**config.mk**
```make
export PLATFORM = sky130hd
export DESIGN_NAME = serial_adder_ctrl
export DESIGN_NICKNAME = d
export VERILOG_FILES = /design/src/rtl/serial_adder_ctrl.sv
export SDC_FILE = /design/constraint.sdc
export NUM_CORES = 1
export LEC_CHECK = 0
export CAP_MARGIN = 20
export CORE_ASPECT_RATIO = 0.8
export CORE_UTILIZATION = 53
export DETAILED_ROUTE_END_ITERATION = 16
export MAX_ROUTING_LAYER = met4
export PLACE_DENSITY = 0.86
export SYNTH_ARGS = -nofsm -noshare
export SYNTH_HDL_FRONTEND = slang
export SYNTH_SLANG_ARGS = --single-unit
export TNS_END_PERCENT = 100
```
**constraint.sdc**
```tcl
create_clock -name clk -period 2.6 [get_ports clk]
set_input_delay 0.52 -clock clk [delete_from_list [all_inputs] [get_ports clk]]
set_output_delay 0.52 -clock clk [all_outputs]
set_load 0.005 [all_outputs]
```
**src/rtl/serial_adder_ctrl.sv**
```systemverilog
// ---------------------------------------------------------------------------
// serial_adder_ctrl
//   Bit-serial add/subtract engine. A single 1-bit full-adder slice is run
//   over WIDTH cycles, LSB first, to produce a WIDTH-bit sum or difference
//   plus carry, signed-overflow and zero flags. Intended for ALU paths where
//   a multi-cycle result is acceptable in exchange for a very small adder.
//
// Ports
//   clk       in   1      rising-edge clock
//   rst_n     in   1      asynchronous active-low reset
//   start     in   1      request, sampled only in IDLE or DONE
//   op        in   1      0 = ADD (a+b), 1 = SUB (a-b); sampled with start
//   a, b      in   WIDTH  operands; sampled with start
//   busy      out  1      high for the WIDTH cycles of a calculation
//   done      out  1      one-cycle pulse; result/flags valid from this cycle
//   result    out  WIDTH  sum/difference, held until the next done
//   cout      out  1      ADD: carry out; SUB: no-borrow (a >= b unsigned)
//   overflow  out  1      signed two's-complement overflow
//   zero      out  1      result == 0
// ---------------------------------------------------------------------------
module serial_adder_ctrl #(
  parameter int WIDTH = 32
) (
  input  logic             clk,
  input  logic             rst_n,
  input  logic             start,
  input  logic             op,
  input  logic [WIDTH-1:0] a,
  input  logic [WIDTH-1:0] b,
  output logic             busy,
  output logic             done,
  output logic [WIDTH-1:0] result,
  output logic             cout,
  output logic             overflow,
  output logic             zero
);

  localparam int CNT_W = $clog2(WIDTH);

  localparam logic [1:0] S_IDLE = 2'd0;
  localparam logic [1:0] S_RUN  = 2'd1;
  localparam logic [1:0] S_DONE = 2'd2;

  logic [1:0]       state;
  logic [CNT_W-1:0] cnt;
  logic [WIDTH-1:0] op_a;
  logic [WIDTH-1:0] op_b;
  logic [WIDTH-1:0] sum_sr;
  logic             carry;

  logic [1:0]       slice;     // {carry_out, sum}
  logic [WIDTH-1:0] sum_next;
  logic             last_bit;

  // One full-adder slice; returns {carry_out, sum}.
  function automatic logic [1:0] full_add(input logic x, input logic y, input logic ci);
    return {(x & y) | (x & ci) | (y & ci), x ^ y ^ ci};
  endfunction

  always_comb begin
    slice    = full_add(op_a[0], op_b[0], carry);
    // Sum bits enter at the MSB so that after WIDTH shifts bit 0 sits at LSB.
    sum_next = {slice[0], sum_sr[WIDTH-1:1]};
    last_bit = (cnt == CNT_W'(WIDTH - 1));
  end

  always_ff @(posedge clk or negedge rst_n) begin
    if (!rst_n) begin
      state    <= S_IDLE;
      cnt      <= '0;
      op_a     <= '0;
      op_b     <= '0;
      sum_sr   <= '0;
      carry    <= 1'b0;
      busy     <= 1'b0;
      done     <= 1'b0;
      result   <= '0;
      cout     <= 1'b0;
      overflow <= 1'b0;
      zero     <= 1'b0;
    end else begin
      case (state)
        S_IDLE, S_DONE: begin
          done <= 1'b0;
          if (start) begin
            // SUB is a + ~b + 1: invert b and seed the carry with 1.
            state <= S_RUN;
            busy  <= 1'b1;
            op_a  <= a;
            op_b  <= op ? ~b : b;
            carry <= op;
            cnt   <= '0;
          end else begin
            state <= S_IDLE;
          end
        end

        S_RUN: begin
          op_a   <= op_a >> 1;
          op_b   <= op_b >> 1;
          sum_sr <= sum_next;
          carry  <= slice[1];
          cnt    <= cnt + CNT_W'(1);
          if (last_bit) begin
            // On the final bit 'carry' is the carry into the MSB, so
            // overflow is simply carry-in(MSB) xor carry-out(MSB).
            state    <= S_DONE;
            busy     <= 1'b0;
            done     <= 1'b1;
            result   <= sum_next;
            cout     <= slice[1];
            overflow <= carry ^ slice[1];
            zero     <= (sum_next == '0);
          end
        end

        default: begin
          state <= S_IDLE;
          busy  <= 1'b0;
          done  <= 1'b0;
        end
      endcase
    end
  end

endmodule
```
==> results.sh <==
export IMPL_grt_pass1_vias=4449
export IMPL_top_usage_layer="met2"
export IMPL_clockBufferDepth=2
export IMPL_outcome="complete, no violations"
export IMPL_synth_top_area_cell="dfrtp_1"
export IMPL_hold_buffers=0
export IMPL_final_cells=793
export IMPL_slew_violations=0
export IMPL_multi_input_area_mm2=0.00226
export IMPL_postRouteAntennaNets=0
export IMPL_p_comb_share_pct=30.0
export IMPL_p_per_area_mw_per_mm2=1150
export IMPL_rrSetupSlack_ps=630
export IMPL_pwr_share_clk_pct=28.0
export IMPL_syn_to_final_growth_pct=29.2
export IMPL_clkTransAtPathRegs_ps=60
export IMPL_relSlewSlack_pct=53.9
export IMPL_synth_fp_nets=613
export IMPL_hold_path_class="input port to asynchronous set/reset pin"
export IMPL_yosys_warnings=0
export IMPL_die_area_mm2=0.0117
export IMPL_clkSinkCount=140
export IMPL_dp_hpwl_mm=7.79
export IMPL_initial_utilization_pct=54.7
export IMPL_place_gp_congestion=0.809
export IMPL_track_usage_pct=23.7
export IMPL_start_kind="register"
export IMPL_gr_usage_met2_pct=37.2
export IMPL_drtPass1Iterations=5
export IMPL_drive_gt1_share_pct=12.9
export IMPL_port_buffers=104
export IMPL_period_share_pct=75.9
export IMPL_drc=0
export IMPL_clk_insertion_delay_late_ps=410
export IMPL_io_pins=105
export IMPL_grt_pass1_wl_mm=21.1
export IMPL_ff_latch_area_mm2=0.00350
export IMPL_setup_violations_final=0
export IMPL_grt_max_degree=73
export IMPL_post_cts_buffers=0
export IMPL_synth_seq_cells=140
export IMPL_period_needed_ps=1970
export IMPL_criticalPathCategory="register to register"
export IMPL_die_w_um=121
export IMPL_syn_area_mm2=0.00598
export IMPL_cts_inserted_buffers=17
export IMPL_die_h_um=97.0
export IMPL_peakVddDrop_uv=592
export IMPL_vias=4435
export IMPL_path_max_fanout=37
export IMPL_synth_flop_cell="dfrtp_1"
export IMPL_max_cap_viol_count=0
export IMPL_crit_arrival_ps=2260
export IMPL_p_sw_share_pct=32.8
export IMPL_n_antenna_cell=0
export IMPL_rsz0062_at_grt="no"
export IMPL_grt_remaining_overflow=0
export IMPL_drt_wl_total_mm=12.3
export IMPL_seqPwrFrac_pct=42.1
export IMPL_cp_required_ps=2890
export IMPL_fill_cells=743
export IMPL_synth_seq_area_share_pct=58.6
export IMPL_leakage_nw=3.57
export IMPL_p_int_mw=5.96
export IMPL_design_core_area_mm2=0.0109
export IMPL_rows=34
export IMPL_netlist_top_cells_area="dfrtp_1 59%, nand2_1 8.1%, mux2_2 6.2%, a221o_1 5.2%, xnor2_1 4.7%"
export IMPL_synth_top_cell_area_share_pct=58.6
export IMPL_fin_skew_ps=9.10
export IMPL_htree_levels=4
export IMPL_max_clock_freq_ghz=0.507
export IMPL_crit_path_end_kind="register"
export IMPL_grt_met1_usage_pct=30.7
export IMPL_synthDistinctLibCells=30
export IMPL_cts_repair_resized=0
export IMPL_power_switching_mw=2.91
export IMPL_finalHoldViolCount=0
export IMPL_reg2reg_depth=6
export IMPL_cts_tree="yes"
export IMPL_setup_tns_ps=0
export IMPL_synth_edf_count=0
export IMPL_placed_cells=761
export IMPL_syn_inst=542
export IMPL_antenna_found_initial=0
export IMPL_async_reset_ff_share_pct=100
export IMPL_initialDrtViolationCount=354
export IMPL_met3_usage_pct=5.72
export IMPL_synth_area_per_cell_um2=11.0
export IMPL_avgRoutedWirePerCell_um=15.6
export IMPL_nets=707
export IMPL_cts_root_buf="clkbuf_16"
export IMPL_via_per_inst=5.59
export IMPL_worst_pin_slew_ps=691
[cells in the mapped netlist (2+ instances only)]
master	instances
nand2b_1	2
mux2i_1	2
a22o_1	4
buf_2	24
xnor2_1	32
nor4_1	8
ha_1	2
dfrtp_1	140
nand4_1	3
nor2_1	35
nand3_1	33
nand2_1	129
a221o_1	31
a22oi_1	32
clkbuf_1	6
mux2_2	33
buf_4	10
o21ai_0	4
[layer usage]
layer,vias up,routed length [um],part of all wire [%]
met5,-,0,0
met4,0,163,1.3
li1,2069,-,-
met1,2188,5320,43
met2,157,6290,51
met3,21,562,4.6
[worst max-delay path, cell delays in order (launching register included)]
cell and delay, ps:
dfrtp_1 420, ha_1 240, and3_1 180, ha_1 230
nand3b_1 170, buf_12 240, mux2_2 360
[cells in the final DEF, fill, tap and decap left out, types with 2 or more instances in the layout]
| cell | instances |
|---|---|
| clkinv_4 | 4 |
| a22o_1 | 4 |
| mux2_2 | 33 |
| ha_1 | 2 |
| nand3_1 | 33 |
| nand2b_2 | 2 |
| clkbuf_16 | 17 |
| nor2_1 | 35 |
| nor4_1 | 8 |
| buf_12 | 3 |
| nand4_1 | 3 |
| inv_6 | 5 |
| a221o_1 | 31 |
| mux2i_1 | 2 |
| buf_4 | 9 |
| o21ai_0 | 4 |
| clkdlybuf4s50_1 | 102 |
| nand2_1 | 129 |
| bufinv_16 | 3 |
| clkinv_2 | 2 |
| xnor2_1 | 32 |
| dfrtp_1 | 140 |
| a22oi_1 | 32 |
[layout make-up]
type	instances	share of cell area (%)
sequential	140	45.3
multi-input combinational	360	29.3
timing repair buffer	116	15.1
clock buffer	17	5.50
clock inverter	15	2.41
tap	144	2.33
inverter	1	0.0486
[per-stage QoR]
step | util, % | area [um2] | setup slack, ps | hold WS, ps | power, mW
2_1_floorplan | - | 5980 | 682 | 224 | 5.40
4_1_cts | 70.7 | 7730 | 620 | 135 | 8.92
5_1_grt | 70.7 | 7730 | 535 | 166 | 9.43
6_report | 70.7 | 7730 | 626 | 128 | 8.87
3_3_place_gp | 65.1 | 7120 | 496 | 451 | 6.21
3_5_place_dp | 65.1 | 7120 | 484 | 463 | 6.39
[final timing paths]
path,from,endpoint
setup / recovery,cnt[0]$_DFFE_PN0P_,result[23]$_DFFE_PN0P_
hold / removal,rst_n,result[26]$_DFFE_PN0P_
setup reg to reg,cnt[0]$_DFFE_PN0P_,result[23]$_DFFE_PN0P_
hold reg to reg,cnt[3]$_DFFE_PN0P_,cnt[3]$_DFFE_PN0P_
max in group asynchronous,rst_n,op_b[28]$_DFFE_PN0P_
min in group clk,cnt[3]$_DFFE_PN0P_,cnt[3]$_DFFE_PN0P_
[power groups by stage]
stage	registers [mW]	clock network [mW]	logic [mW]
2_1_floorplan	3.55	0	1.85
3_3_place_gp	3.68	0	2.53
3_5_place_dp	3.72	0	2.67
4_1_cts	3.72	2.51	2.69
5_1_grt	3.83	2.61	2.99
6_report	3.73	2.48	2.66
[flip-flops by register name, summed over array words and instances, names as in the netlist, 2 cells and up]
| name | cells |
|---|---|
| result | 32 |
| op_a | 32 |
| op_b | 32 |
| cnt | 5 |
| sum_sr | 31 |
| state | 2 |
[cell families after synthesis]
logic type / after synthesis / share of synthesized area [%]
fa+ha+maj: 3 / 0.753
buf+inv: 42 / 3.76
compound gates: 73 / 10.4
simple gates: 216 / 15.2
mux: 35 / 6.55
xor+xnor: 33 / 4.83
flops: 140 / 58.6
Power figures use the tool's default switching activity.
